[config.mk]
export PLATFORM = sky130hd
export DESIGN_NAME = hdr_exposure_sequencer_flat
export DESIGN_NICKNAME = d
export VERILOG_FILES = /design/src/rtl/hdr_ae_pkg.sv /design/src/rtl/hdr_exposure_sequencer_if.sv /design/src/rtl/hdr_exp_reg_master.sv /design/src/rtl/hdr_exposure_sequencer.sv /design/src/flat_wrapper.sv
export SDC_FILE = /design/constraint.sdc
export NUM_CORES = 1
export LEC_CHECK = 0
export CELL_PAD_IN_SITES_DETAIL_PLACEMENT = 0
export CELL_PAD_IN_SITES_GLOBAL_PLACEMENT = 2
export CORE_MARGIN = 5
export CORE_UTILIZATION = 34
export CTS_BUF_LIST = sky130_fd_sc_hd__clkbuf_2
export DETAILED_ROUTE_END_ITERATION = 10
export HOLD_SLACK_MARGIN = 0.1
export PLACE_DENSITY_LB_ADDON = 0.08
export SYNTH_ARGS = -nofsm -noshare
export SYNTH_HDL_FRONTEND = slang
export SYNTH_SLANG_ARGS = --single-unit
[constraint.sdc]
create_clock -name i_pix_clk -period 2.7 [get_ports i_pix_clk]
set_input_delay 0.54 -clock i_pix_clk [delete_from_list [all_inputs] [get_ports i_pix_clk]]
set_output_delay 0.54 -clock i_pix_clk [all_outputs]
set_load 0.01 [all_outputs]
[src/rtl/hdr_ae_pkg.sv]
// Shared HDR AE definitions: bracket geometry, sequencer FSM encoding and the
// selector-index to base-shift mapping used by both selector and sequencer.
package hdr_ae_pkg;
    localparam int FRAME_IDX_W = 2;
    localparam int NUM_FRAMES  = 4;

    typedef enum logic [1:0] {
        ST_IDLE = 2'd0,
        ST_REQ  = 2'd1,
        ST_GAP  = 2'd2
    } state_t;

    // Chosen-frame index tells the sequencer how to move the bracket base.
    typedef enum logic [1:0] {
        SEL_HALF   = 2'd0,
        SEL_HOLD   = 2'd1,
        SEL_DOUBLE = 2'd2,
        SEL_QUAD   = 2'd3
    } sel_step_t;
endpackage

[src/rtl/hdr_exposure_sequencer_if.sv]
// Sensor register write port: one address/data write per req/ack handshake.
interface hdr_exposure_sequencer_if #(
    parameter int ADDR_W = 16,
    parameter int EXP_W  = 16
);
    logic              reg_req;
    logic [ADDR_W-1:0] reg_addr;
    logic [EXP_W-1:0]  reg_data;
    logic              reg_ack;

    modport master (output reg_req, reg_addr, reg_data, input reg_ack);
    modport slave  (input reg_req, reg_addr, reg_data, output reg_ack);
endinterface

[src/rtl/hdr_exp_reg_master.sv]
// Register write handshake: holds req with stable addr/data until ack or
// timeout, then forces one idle GAP cycle before the next write.
module hdr_exp_reg_master
    import hdr_ae_pkg::*;
#(
    parameter int                EXP_W        = 16,
    parameter int                ADDR_W       = 16,
    parameter logic [ADDR_W-1:0] EXP_REG_ADDR = 16'h3500,
    parameter int                TIMEOUT_CYC  = 1023
) (
    input  logic                      i_clk,
    input  logic                      i_reset,
    input  logic                      i_go,
    input  logic [EXP_W-1:0]          i_data,
    input  logic                      i_err_clr,
    hdr_exposure_sequencer_if.master  bus,
    output state_t                    o_state,
    output logic                      o_err_timeout
);
    localparam int CNT_W = $clog2(TIMEOUT_CYC + 1);

    state_t           r_state, w_next;
    logic [CNT_W-1:0] r_cnt;
    logic [EXP_W-1:0] r_data;
    logic             r_err_to;
    logic             w_timeout, w_load;

    // r_cnt counts req-high cycles already elapsed; the last one ends here.
    assign w_timeout = (r_state == ST_REQ) && !bus.reg_ack &&
                       (r_cnt == CNT_W'(TIMEOUT_CYC - 1));

    always_comb begin
        w_next = r_state;
        case (r_state)
            ST_IDLE: if (i_go) w_next = ST_REQ;
            ST_REQ:  if (bus.reg_ack || w_timeout) w_next = ST_GAP;
            ST_GAP:  w_next = i_go ? ST_REQ : ST_IDLE;
            default: w_next = ST_IDLE;
        endcase
    end

    assign w_load = (w_next == ST_REQ) && (r_state != ST_REQ);

    always_ff @(posedge i_clk) begin
        if (i_reset) begin
            r_state  <= ST_IDLE;
            r_cnt    <= '0;
            r_data   <= '0;
            r_err_to <= 1'b0;
        end else begin
            r_state <= w_next;
            if (w_load) r_data <= i_data;
            r_cnt <= (r_state == ST_REQ && w_next == ST_REQ) ? r_cnt + CNT_W'(1) : '0;
            if (w_timeout)      r_err_to <= 1'b1;
            else if (i_err_clr) r_err_to <= 1'b0;
        end
    end

    assign bus.reg_req   = (r_state == ST_REQ);
    assign bus.reg_addr  = EXP_REG_ADDR;
    assign bus.reg_data  = r_data;
    assign o_state       = r_state;
    assign o_err_timeout = r_err_to;
endmodule

[src/rtl/hdr_exposure_sequencer.sv]
// HDR bracket sequencer: tracks the 4-frame cycle from vsync, writes each
// upcoming frame's exposure to the sensor and recentres the base from the selector.
module hdr_exposure_sequencer
    import hdr_ae_pkg::*;
#(
    parameter int                EXP_W        = 16,
    parameter int                ADDR_W       = 16,
    parameter logic [ADDR_W-1:0] EXP_REG_ADDR = 16'h3500,
    parameter logic [EXP_W-1:0]  EXP_INIT     = 16'h0100,
    parameter logic [EXP_W-1:0]  EXP_MIN      = 16'h0010,
    parameter logic [EXP_W-1:0]  EXP_MAX      = 16'h1FFF,
    parameter int                TIMEOUT_CYC  = 1023
) (
    input  logic                      i_pix_clk,
    input  logic                      i_reset,
    input  logic                      i_en,
    input  logic                      i_vs_in,
    input  logic                      i_sel_valid,
    input  logic [FRAME_IDX_W-1:0]    i_sel_frame,
    input  logic                      i_err_clr,
    hdr_exposure_sequencer_if.master  reg_if,
    output logic [FRAME_IDX_W-1:0]    o_frame_idx,
    output logic [EXP_W-1:0]          o_base_exp,
    output logic                      o_busy,
    output logic                      o_err_timeout,
    output logic                      o_err_overrun
);
    logic                   r_vs_d, r_pend, r_err_ovr;
    logic [FRAME_IDX_W-1:0] r_frame_idx, r_pend_tgt, w_tgt_now, w_issue_tgt;
    logic [EXP_W-1:0]       r_base, w_base_nxt, w_issue_data;
    logic [EXP_W+1:0]       w_raw;
    state_t                 w_state;
    logic w_vs_rise, w_sched, w_pend_ok, w_idle, w_gap, w_go, w_direct, w_ovr;

    assign w_vs_rise = i_vs_in & ~r_vs_d;
    assign w_sched   = w_vs_rise & i_en;
    assign w_pend_ok = r_pend & i_en;
    assign w_idle    = (w_state == ST_IDLE);
    assign w_gap     = (w_state == ST_GAP);
    // Target is the frame after the one just starting.
    assign w_tgt_now = r_frame_idx + FRAME_IDX_W'(2);

    assign w_go         = w_idle ? (w_sched | w_pend_ok) : (w_gap & w_pend_ok);
    assign w_direct     = w_idle & w_sched;
    assign w_issue_tgt  = w_direct ? w_tgt_now : r_pend_tgt;
    assign w_issue_data = r_base << w_issue_tgt;
    // A pending target is lost unless GAP is consuming it this very cycle.
    assign w_ovr        = w_sched & r_pend & ~w_gap;

    always_comb begin
        w_raw = {2'b00, r_base};
        case (sel_step_t'(i_sel_frame))
            SEL_HALF:   w_raw = {2'b00, r_base} >> 1;
            SEL_HOLD:   w_raw = {2'b00, r_base};
            SEL_DOUBLE: w_raw = {2'b00, r_base} << 1;
            SEL_QUAD:   w_raw = {2'b00, r_base} << 2;
            default:    w_raw = {2'b00, r_base};
        endcase
        if (w_raw < {2'b00, EXP_MIN})      w_base_nxt = EXP_MIN;
        else if (w_raw > {2'b00, EXP_MAX}) w_base_nxt = EXP_MAX;
        else                               w_base_nxt = w_raw[EXP_W-1:0];
    end

    always_ff @(posedge i_pix_clk) begin
        if (i_reset) begin
            r_vs_d      <= 1'b1;
            r_frame_idx <= '0;
            r_base      <= EXP_INIT;
            r_pend      <= 1'b0;
            r_pend_tgt  <= '0;
            r_err_ovr   <= 1'b0;
        end else begin
            r_vs_d <= i_vs_in;
            if (w_vs_rise)   r_frame_idx <= r_frame_idx + FRAME_IDX_W'(1);
            if (i_sel_valid) r_base <= w_base_nxt;
            if (!i_en) begin
                r_pend <= 1'b0;
            end else if (w_sched && !w_idle) begin
                r_pend     <= 1'b1;
                r_pend_tgt <= w_tgt_now;
            end else if (w_go) begin
                r_pend <= 1'b0;
            end
            if (w_ovr)          r_err_ovr <= 1'b1;
            else if (i_err_clr) r_err_ovr <= 1'b0;
        end
    end

    hdr_exp_reg_master #(
        .EXP_W(EXP_W), .ADDR_W(ADDR_W),
        .EXP_REG_ADDR(EXP_REG_ADDR), .TIMEOUT_CYC(TIMEOUT_CYC)
    ) u_master (
        .i_clk(i_pix_clk), .i_reset(i_reset), .i_go(w_go), .i_data(w_issue_data),
        .i_err_clr(i_err_clr), .bus(reg_if), .o_state(w_state),
        .o_err_timeout(o_err_timeout)
    );

    assign o_frame_idx   = r_frame_idx;
    assign o_base_exp    = r_base;
    assign o_busy        = ~w_idle | r_pend;
    assign o_err_overrun = r_err_ovr;
endmodule

[src/flat_wrapper.sv]
// flat-port wrapper written by rule: the top's interface ports become plain ports
module hdr_exposure_sequencer_flat import hdr_ae_pkg::*;
#(
    parameter int                EXP_W        = 16,
    parameter int                ADDR_W       = 16,
    parameter logic [ADDR_W-1:0] EXP_REG_ADDR = 16'h3500,
    parameter logic [EXP_W-1:0]  EXP_INIT     = 16'h0100,
    parameter logic [EXP_W-1:0]  EXP_MIN      = 16'h0010,
    parameter logic [EXP_W-1:0]  EXP_MAX      = 16'h1FFF,
    parameter int                TIMEOUT_CYC  = 1023
)
  (i_pix_clk, i_reset, i_en, i_vs_in, i_sel_valid, i_sel_frame, i_err_clr, o_frame_idx, o_base_exp, o_busy, o_err_timeout, o_err_overrun, reg_if_reg_req, reg_if_reg_addr, reg_if_reg_data, reg_if_reg_ack);
  hdr_exposure_sequencer_if #(.ADDR_W(ADDR_W), .EXP_W(EXP_W)) reg_if_i ();
  input  logic i_pix_clk;
  input  logic i_reset;
  input  logic i_en;
  input  logic i_vs_in;
  input  logic i_sel_valid;
  input  logic [FRAME_IDX_W-1:0] i_sel_frame;
  input  logic i_err_clr;
  output logic [FRAME_IDX_W-1:0] o_frame_idx;
  output logic [EXP_W-1:0] o_base_exp;
  output logic o_busy;
  output logic o_err_timeout;
  output logic o_err_overrun;
  output wire logic [$bits(reg_if_i.reg_req)-1:0] reg_if_reg_req;
  output wire logic [$bits(reg_if_i.reg_addr)-1:0] reg_if_reg_addr;
  output wire logic [$bits(reg_if_i.reg_data)-1:0] reg_if_reg_data;
  input wire logic [$bits(reg_if_i.reg_ack)-1:0] reg_if_reg_ack;
  assign reg_if_reg_req = reg_if_i.reg_req;
  assign reg_if_reg_addr = reg_if_i.reg_addr;
  assign reg_if_reg_data = reg_if_i.reg_data;
  assign reg_if_i.reg_ack = reg_if_reg_ack;
  hdr_exposure_sequencer #(.EXP_W(EXP_W), .ADDR_W(ADDR_W), .EXP_REG_ADDR(EXP_REG_ADDR), .EXP_INIT(EXP_INIT), .EXP_MIN(EXP_MIN), .EXP_MAX(EXP_MAX), .TIMEOUT_CYC(TIMEOUT_CYC)) u_core (.i_pix_clk(i_pix_clk), .i_reset(i_reset), .i_en(i_en), .i_vs_in(i_vs_in), .i_sel_valid(i_sel_valid), .i_sel_frame(i_sel_frame), .i_err_clr(i_err_clr), .reg_if(reg_if_i), .o_frame_idx(o_frame_idx), .o_base_exp(o_base_exp), .o_busy(o_busy), .o_err_timeout(o_err_timeout), .o_err_overrun(o_err_overrun));
endmodule
==> reports/qor.yml, run 1 <==
outcome: "finished clean"
post_drt_wl_per_cell_um: 14.9
grt_pass1_vias: 2458
max_cap_violations: 0
fillers: 966
min_period_over_period: 0.869
multi_input_area_sq_um: 1850
drcViolationCount: 0
clock_sinks: 52
yosys.area.top_type: "dfxtp_1"
p_sw_frac: 0.323
worstHoldPathType: "flop to flop"
gr-usage-all-layers: 0.142
n_antenna_cell: 0
synthTopCellsByArea: "dfxtp_1 (33%), mux2i_1 (7.1%), nand2_1 (5.8%)"
area_growth_pct: 18.4
yosysTopAreaCellShare: 0.333
required_ns: 2.16
antenna_found_initial: 0
worst_slew_margin_rel: 0.616
grt_max_degree: 20
cp_max_fo: 7
first_pass_iters: 4
setup_tns_ns: 0
die_h_um: 106
finalMaxSlewViolations: 0
post_cts_resized: 0
p_leak_uw: 0.00139
synth_area_sq_um: 3120
num_rows: 35
p_sw_uw: 481
cts_made_buffers: 5
crit_type: "flop to output pin"
drt-initial-drc-count: 125
rsz0062_at_grt: "no"
tritoncts: "yes"
postCtsSetupBuffers: 0
cp_data_arrival_time_ns: 1.81
ios: 63
start_kind: "flop"
synth.most_common_cell: "dfxtp_1"
seq_area_frac_synth: 0.333
synth_common_cells: "dfxtp_1 (52), nand2_1 (48), nor2_1 (44), mux2i_1 (22), nand2b_1 (21)"
synth_seq_cells: 52
synth_flop_cell: "dfxtp_1"
clockBufferDepth: 2
combPwrFrac: 0.196
clkSlewWorstSetupHoldPaths_ns: 0.31
p_seq_frac: 0.566
worst_slew_pin_slew_ns: 0.576
synthArstFlopShare: 0
pwr_density_cell_nw_per_um2: 403
syn_avg_cell_area_sq_um: 8.37
avgViaCountPerCell: 4.93
synth-edff-count: 0
syn-instance-count: 373
hold_viol: 0
ys_warn_count: 0
core_area_sq_um: 9110
die-area_sq_um: 11200
ir_worst_vdd_mv: 0.159
synth_cell_types: 65
vias: 2594
p_clk_frac: 0.238
seq_area_sq_um: 1040
nNetsFinal: 425
grt_pass1_wl_um: 13000
finalSetupViolations: 0
final.min_clock_period_ns: 2.35
grt_overflow: 0
setup.worst_path.end_class: "output pin"
clkLatencyLatePin_ns: 0.45
skew_ns: 0.0158
port_buffers: 46
max_freq_mhz: 426
postCtsHoldBufs: 0
root_buffer: "clkbuf_2"
ant_nets: 0
drive_above_1_share: 0.104
internal_power_uw: 1010
drt-total-wl_um: 7830
placed_cells: 518
initial_core_util: 0.343
stdcell_count: 526
htreeDepth: 2
dp_hpwl_um: 5910
gp_congestion: 0.775
fp.dieW_um: 106
## sequential cells by signal (all words and copies together), names as in the netlist
register                       flops
u_core.o_err_overrun               1
u_core.u_master.o_err_timeout      1
u_core.r_pend_tgt                  2
u_core.o_frame_idx                 2
u_core.o_base_exp                 16
u_core.u_master.bus.reg_data      16
u_core.r_vs_d                      1
u_core.u_master.o_state            2
u_core.u_master.r_cnt             10
u_core.r_pend                      1
## worst max-delay path, stage by stage, from the launching register on
cell and delay, ns:
dfxtp_1 0.61, nand2b_1 0.16, inv_1 0.07, clkdlybuf4s50_1 0.53
## cell families (layout without fill, tap and decap cells)
| group | Yosys count | in the layout | synth area share |
|---|---|---|---|
| xor gates and xnor gates | 11 | 11 | 0.0309 |
| and+or+nand+nor | 155 | 155 | 0.258 |
| buffers and inverters | 47 | 75 | 0.0914 |
| other | 2 | 16 | 0.00241 |
| adders and majority gates | 2 | 2 | 0.00801 |
| muxes | 26 | 26 | 0.0922 |
| AOI/OAI and AO/OA | 78 | 78 | 0.184 |
| DFF | 52 | 52 | 0.333 |
## per-layer routing
metal / up-vias / GRT usage / share of wire
met4: 0 / 0.0305 / 0.0073
li1: 1349 / - / -
met2: 33 / 0.233 / 0.47
met1: 1208 / 0.193 / 0.49
met3: 4 / 0.0269 / 0.033
met5: - / 0 / 0
## metrics by stage
step | area (sq um) | utilization | setup WS, ns | power, uW | hold WS (ns)
2_1_floorplan | 3170 | - | 0.871 | 1050 | 0.441
3_3_place_gp | 3640 | 0.400 | 0.126 | 1150 | 0.443
3_5_place_dp | 3640 | 0.400 | 0.113 | 1150 | 0.445
4_1_cts | 3700 | 0.406 | 0.295 | 1510 | 0.473
5_1_grt | 3700 | 0.406 | 0.167 | 1580 | 0.500
6_report | 3700 | 0.406 | 0.353 | 1490 | 0.471
## cell type report
cell class,count,area share
Multi-Input combinational cell,288,0.500
Clock buffer,5,0.00677
Tap cell,111,0.0376
Timing Repair Buffer,60,0.160
Inverter,7,0.00711
Sequential cell,52,0.282
Clock inverter,3,0.00745
## power by group through the flow
stage / Sequential (uW) / Combinational [uW] / Clock, uW
after floorplan: 841 / 212 / 0
after CTS: 845 / 295 / 374
after detailed placement: 858 / 294 / 0
final: 844 / 292 / 354
after global routing: 851 / 325 / 399
after global placement: 858 / 293 / 0
## placed cells by master, fill, tap and decap left out, drive strengths merged, types with 6 or more instances in the layout
cell | synthesis | layout
nand3b | 6 | 6
dfxtp | 52 | 52
conb | 2 | 16
o21ai | 16 | 16
o211ai | 9 | 9
nand2 | 50 | 50
xor2 | 6 | 6
buf | 30 | 14
clkdlybuf4s50 | 0 | 46
inv | 7 | 8
nand2b | 21 | 21
nor2 | 46 | 46
mux2i | 23 | 23
nand3 | 6 | 6
a21oi | 22 | 22
## path summary, 6_finish.rpt
path                            depth (start not counted)                                    startpoint                                             to  slack, ns
worst max-delay path                                    3         u_core.u_master.o_state[0]$_SDFF_PP0_                                 reg_if_reg_req       0.35
worst min-delay path                                    2  u_core.u_master.bus.reg_data[0]$_SDFFE_PP0P_   u_core.u_master.bus.reg_data[0]$_SDFFE_PP0P_       0.47
worst min register to register                          2  u_core.u_master.bus.reg_data[0]$_SDFFE_PP0P_   u_core.u_master.bus.reg_data[0]$_SDFFE_PP0P_       0.47
worst max register to register                          5                      u_core.r_vs_d$_SDFF_PP1_  u_core.u_master.bus.reg_data[14]$_SDFFE_PP0P_       0.80
No activity file was read; power rests on OpenSTA's default activity.
==> run 2, diff against run 1 <==
--- a/config.mk
+++ b/config.mk
@@ -8,7 +8,7 @@
 export CELL_PAD_IN_SITES_DETAIL_PLACEMENT = 0
 export CELL_PAD_IN_SITES_GLOBAL_PLACEMENT = 2
 export CORE_MARGIN = 5
-export CORE_UTILIZATION = 34
+export CORE_UTILIZATION = 30
 export CTS_BUF_LIST = sky130_fd_sc_hd__clkbuf_2
 export DETAILED_ROUTE_END_ITERATION = 10
 export HOLD_SLACK_MARGIN = 0.1
==> run 2 against run 1 <==
First-iteration DRC count is 7.2% lower. Die area up 12%. Worst hold slack better by 0.0095 ns. Register-to-register slack about the same. Critical path depth shrank 1. Sequential power about the same. Design area increased by 0.74%. Clock power is 5% lower. Sequential cell count stayed put. Critical endpoint is now o_busy.
==> reports/qor.yml, run 2 (same netlist as run 1, synthesis figures left out) <==
tritoncts: "yes"
vias: 2643  # +1.9%
die-area_sq_um: 12500  # +12%
drt-initial-drc-count: 116  # -7.2%
layout_commonest_cell: "dfxtp_1"
num_rows: 37  # +5.7%
required_ns: 2.16  # about the same
start_kind: "flop"
postCtsSetupBuffers: 0  # unchanged
drt-total-wl_um: 8240  # +5.2%
pwr_density_cell_nw_per_um2: 396  # -1.8%
skew_ns: 0.0222  # +0.00645 ns
cp_max_fo: 6  # -1
post_cts_resized: 0  # unchanged
drcViolationCount: 0  # unchanged
fp.dieW_um: 112  # +5.8%
area_growth_pct: 19.3
postCtsHoldBufs: 0  # unchanged
die_h_um: 112  # +5.8%
final.min_clock_period_ns: 2.34  # -0.00822 ns
crit_type: "flop to output pin"
initial_core_util: 0.305  # -0.0376
final_cell_mix: "dfxtp_1 (52), nand2_1 (48), clkdlybuf4s50_1 (46)"
root_buffer: "clkbuf_2"
worstHoldPathType: "flop to flop"
outcome: "finished clean"
clock_sinks: 52  # unchanged
min_period_over_period: 0.866  # -0.00304
finalMaxSlewViolations: 0  # unchanged
antenna_found_initial: 0  # unchanged
ir_worst_vdd_mv: 0.146  # -8.7%
placed_area_sq_um: 3680  # +0.93%
gr-usage-all-layers: 0.133  # -0.00920
grt_overflow: 0  # unchanged
worst_slew_margin_rel: 0.648  # +0.0321
hold_viol: 0  # unchanged
clkLatencyLatePin_ns: 0.44  # about the same
gp_congestion: 0.786  # +1.5%
fin_area_sq_um: 3720  # +0.74%
max_freq_mhz: 428  # +0.35%
cts_made_buffers: 5  # unchanged
ios: 63  # unchanged
grt_max_degree: 21  # +5.0%
ant_nets: 0  # unchanged
grt_pass1_wl_um: 13600  # +4.8%
rsz0062_at_grt: "no"
first_pass_iters: 4  # unchanged
worst_slew_pin_slew_ns: 0.527  # -0.0481 ns
setup_tns_ns: 0  # unchanged
clkSlewWorstSetupHoldPaths_ns: 0.28  # -0.03 ns
clockBufferDepth: 2  # unchanged
grt_pass1_vias: 2632  # +7.1%
post_drt_wl_per_cell_um: 14.9  # +0.11%
total_power_uw: 1470  # -1.1%
nNetsFinal: 427  # +0.47%
avgViaCountPerCell: 4.78  # -3.1%
max_cap_violations: 0  # unchanged
htreeDepth: 2  # unchanged
finalSetupViolations: 0  # unchanged
drive_above_1_share: 0.108  # +0.00430
cp_data_arrival_time_ns: 1.80  # about the same
core_area_sq_um: 10200  # +12%
p_leak_uw: 0.00139  # +0.23%
fillers: 1083  # +12%
port_buffers: 46  # unchanged
n_antenna_cell: 0  # unchanged
setup.worst_path.end_class: "output pin"
dp_hpwl_um: 6230  # +5.4%
[run 2: changes by cell type in the layout (fill, tap and decap cells not counted)]
cell	delta
buf_4	+3
buf_12	-1
clkbuf_2	+1
inv_8	-1
[run 2: metal layers]
layer,global-route usage,vias up,part of all wire
met4,0.0313,0,0.0067
met2,0.227,58,0.47
met3,0.0216,4,0.045
met5,0,-,0
li1,-,1347,-
met1,0.175,1234,0.48
[run 2: cell type report]
type	count	area, sq um	area share
multi-input cells	288	1850	0.496
flip-flops and latches	52	1040	0.279
repair buffers	62	593	0.159
well taps	136	170	0.0457
clock buffers	6	30.0	0.00806
inverters	7	26.3	0.00705
clock inverters	2	16.3	0.00437
[run 2: worst paths after layout]
path	from	end	slack, ns	cells after the start
max	u_core.u_master.o_state[1]$_SDFF_PP0_	o_busy	0.36	2
max reg2reg	u_core.r_vs_d$_SDFF_PP1_	u_core.u_master.bus.reg_data[5]$_SDFFE_PP0P_	0.79	6
min	u_core.u_master.bus.reg_data[0]$_SDFFE_PP0P_	u_core.u_master.bus.reg_data[0]$_SDFFE_PP0P_	0.48	2
min reg2reg	u_core.u_master.bus.reg_data[0]$_SDFFE_PP0P_	u_core.u_master.bus.reg_data[0]$_SDFFE_PP0P_	0.48	2
[run 2: report_power, final]
group	switching (uW)	internal, uW	leakage (uW)
clock network	267	69.5	0.0000292
registers	48.2	793	0.000423
logic	153	142	0.000939
[run 2: critical path: stages (launching register included)]
cell and delay [ns]:
dfxtp_1 0.49, or3_1 0.39, clkdlybuf4s50_1 0.48
[run 2: metrics by stage]
stage	util	instances	setup WS (ns)	hold slack [ns]
after global routing	0.364	553	0.195	0.517
after global placement	0.360	545	0.0907	0.445
final	0.364	553	0.361	0.481
after floorplan	-	387	0.871	0.441
after detailed placement	0.360	545	0.0987	0.455
after CTS	0.364	553	0.293	0.482
==> run 3, diff against run 2 <==
--- a/config.mk
+++ b/config.mk
@@ -8,7 +8,7 @@
 export CELL_PAD_IN_SITES_DETAIL_PLACEMENT = 0
 export CELL_PAD_IN_SITES_GLOBAL_PLACEMENT = 2
 export CORE_MARGIN = 5
-export CORE_UTILIZATION = 30
+export CORE_UTILIZATION = 34
 export CTS_BUF_LIST = sky130_fd_sc_hd__clkbuf_2
 export DETAILED_ROUTE_END_ITERATION = 10
 export HOLD_SLACK_MARGIN = 0.1
==> results of run 3 <==
No change in the layout: final DEF, timing and power equal those of run 1.
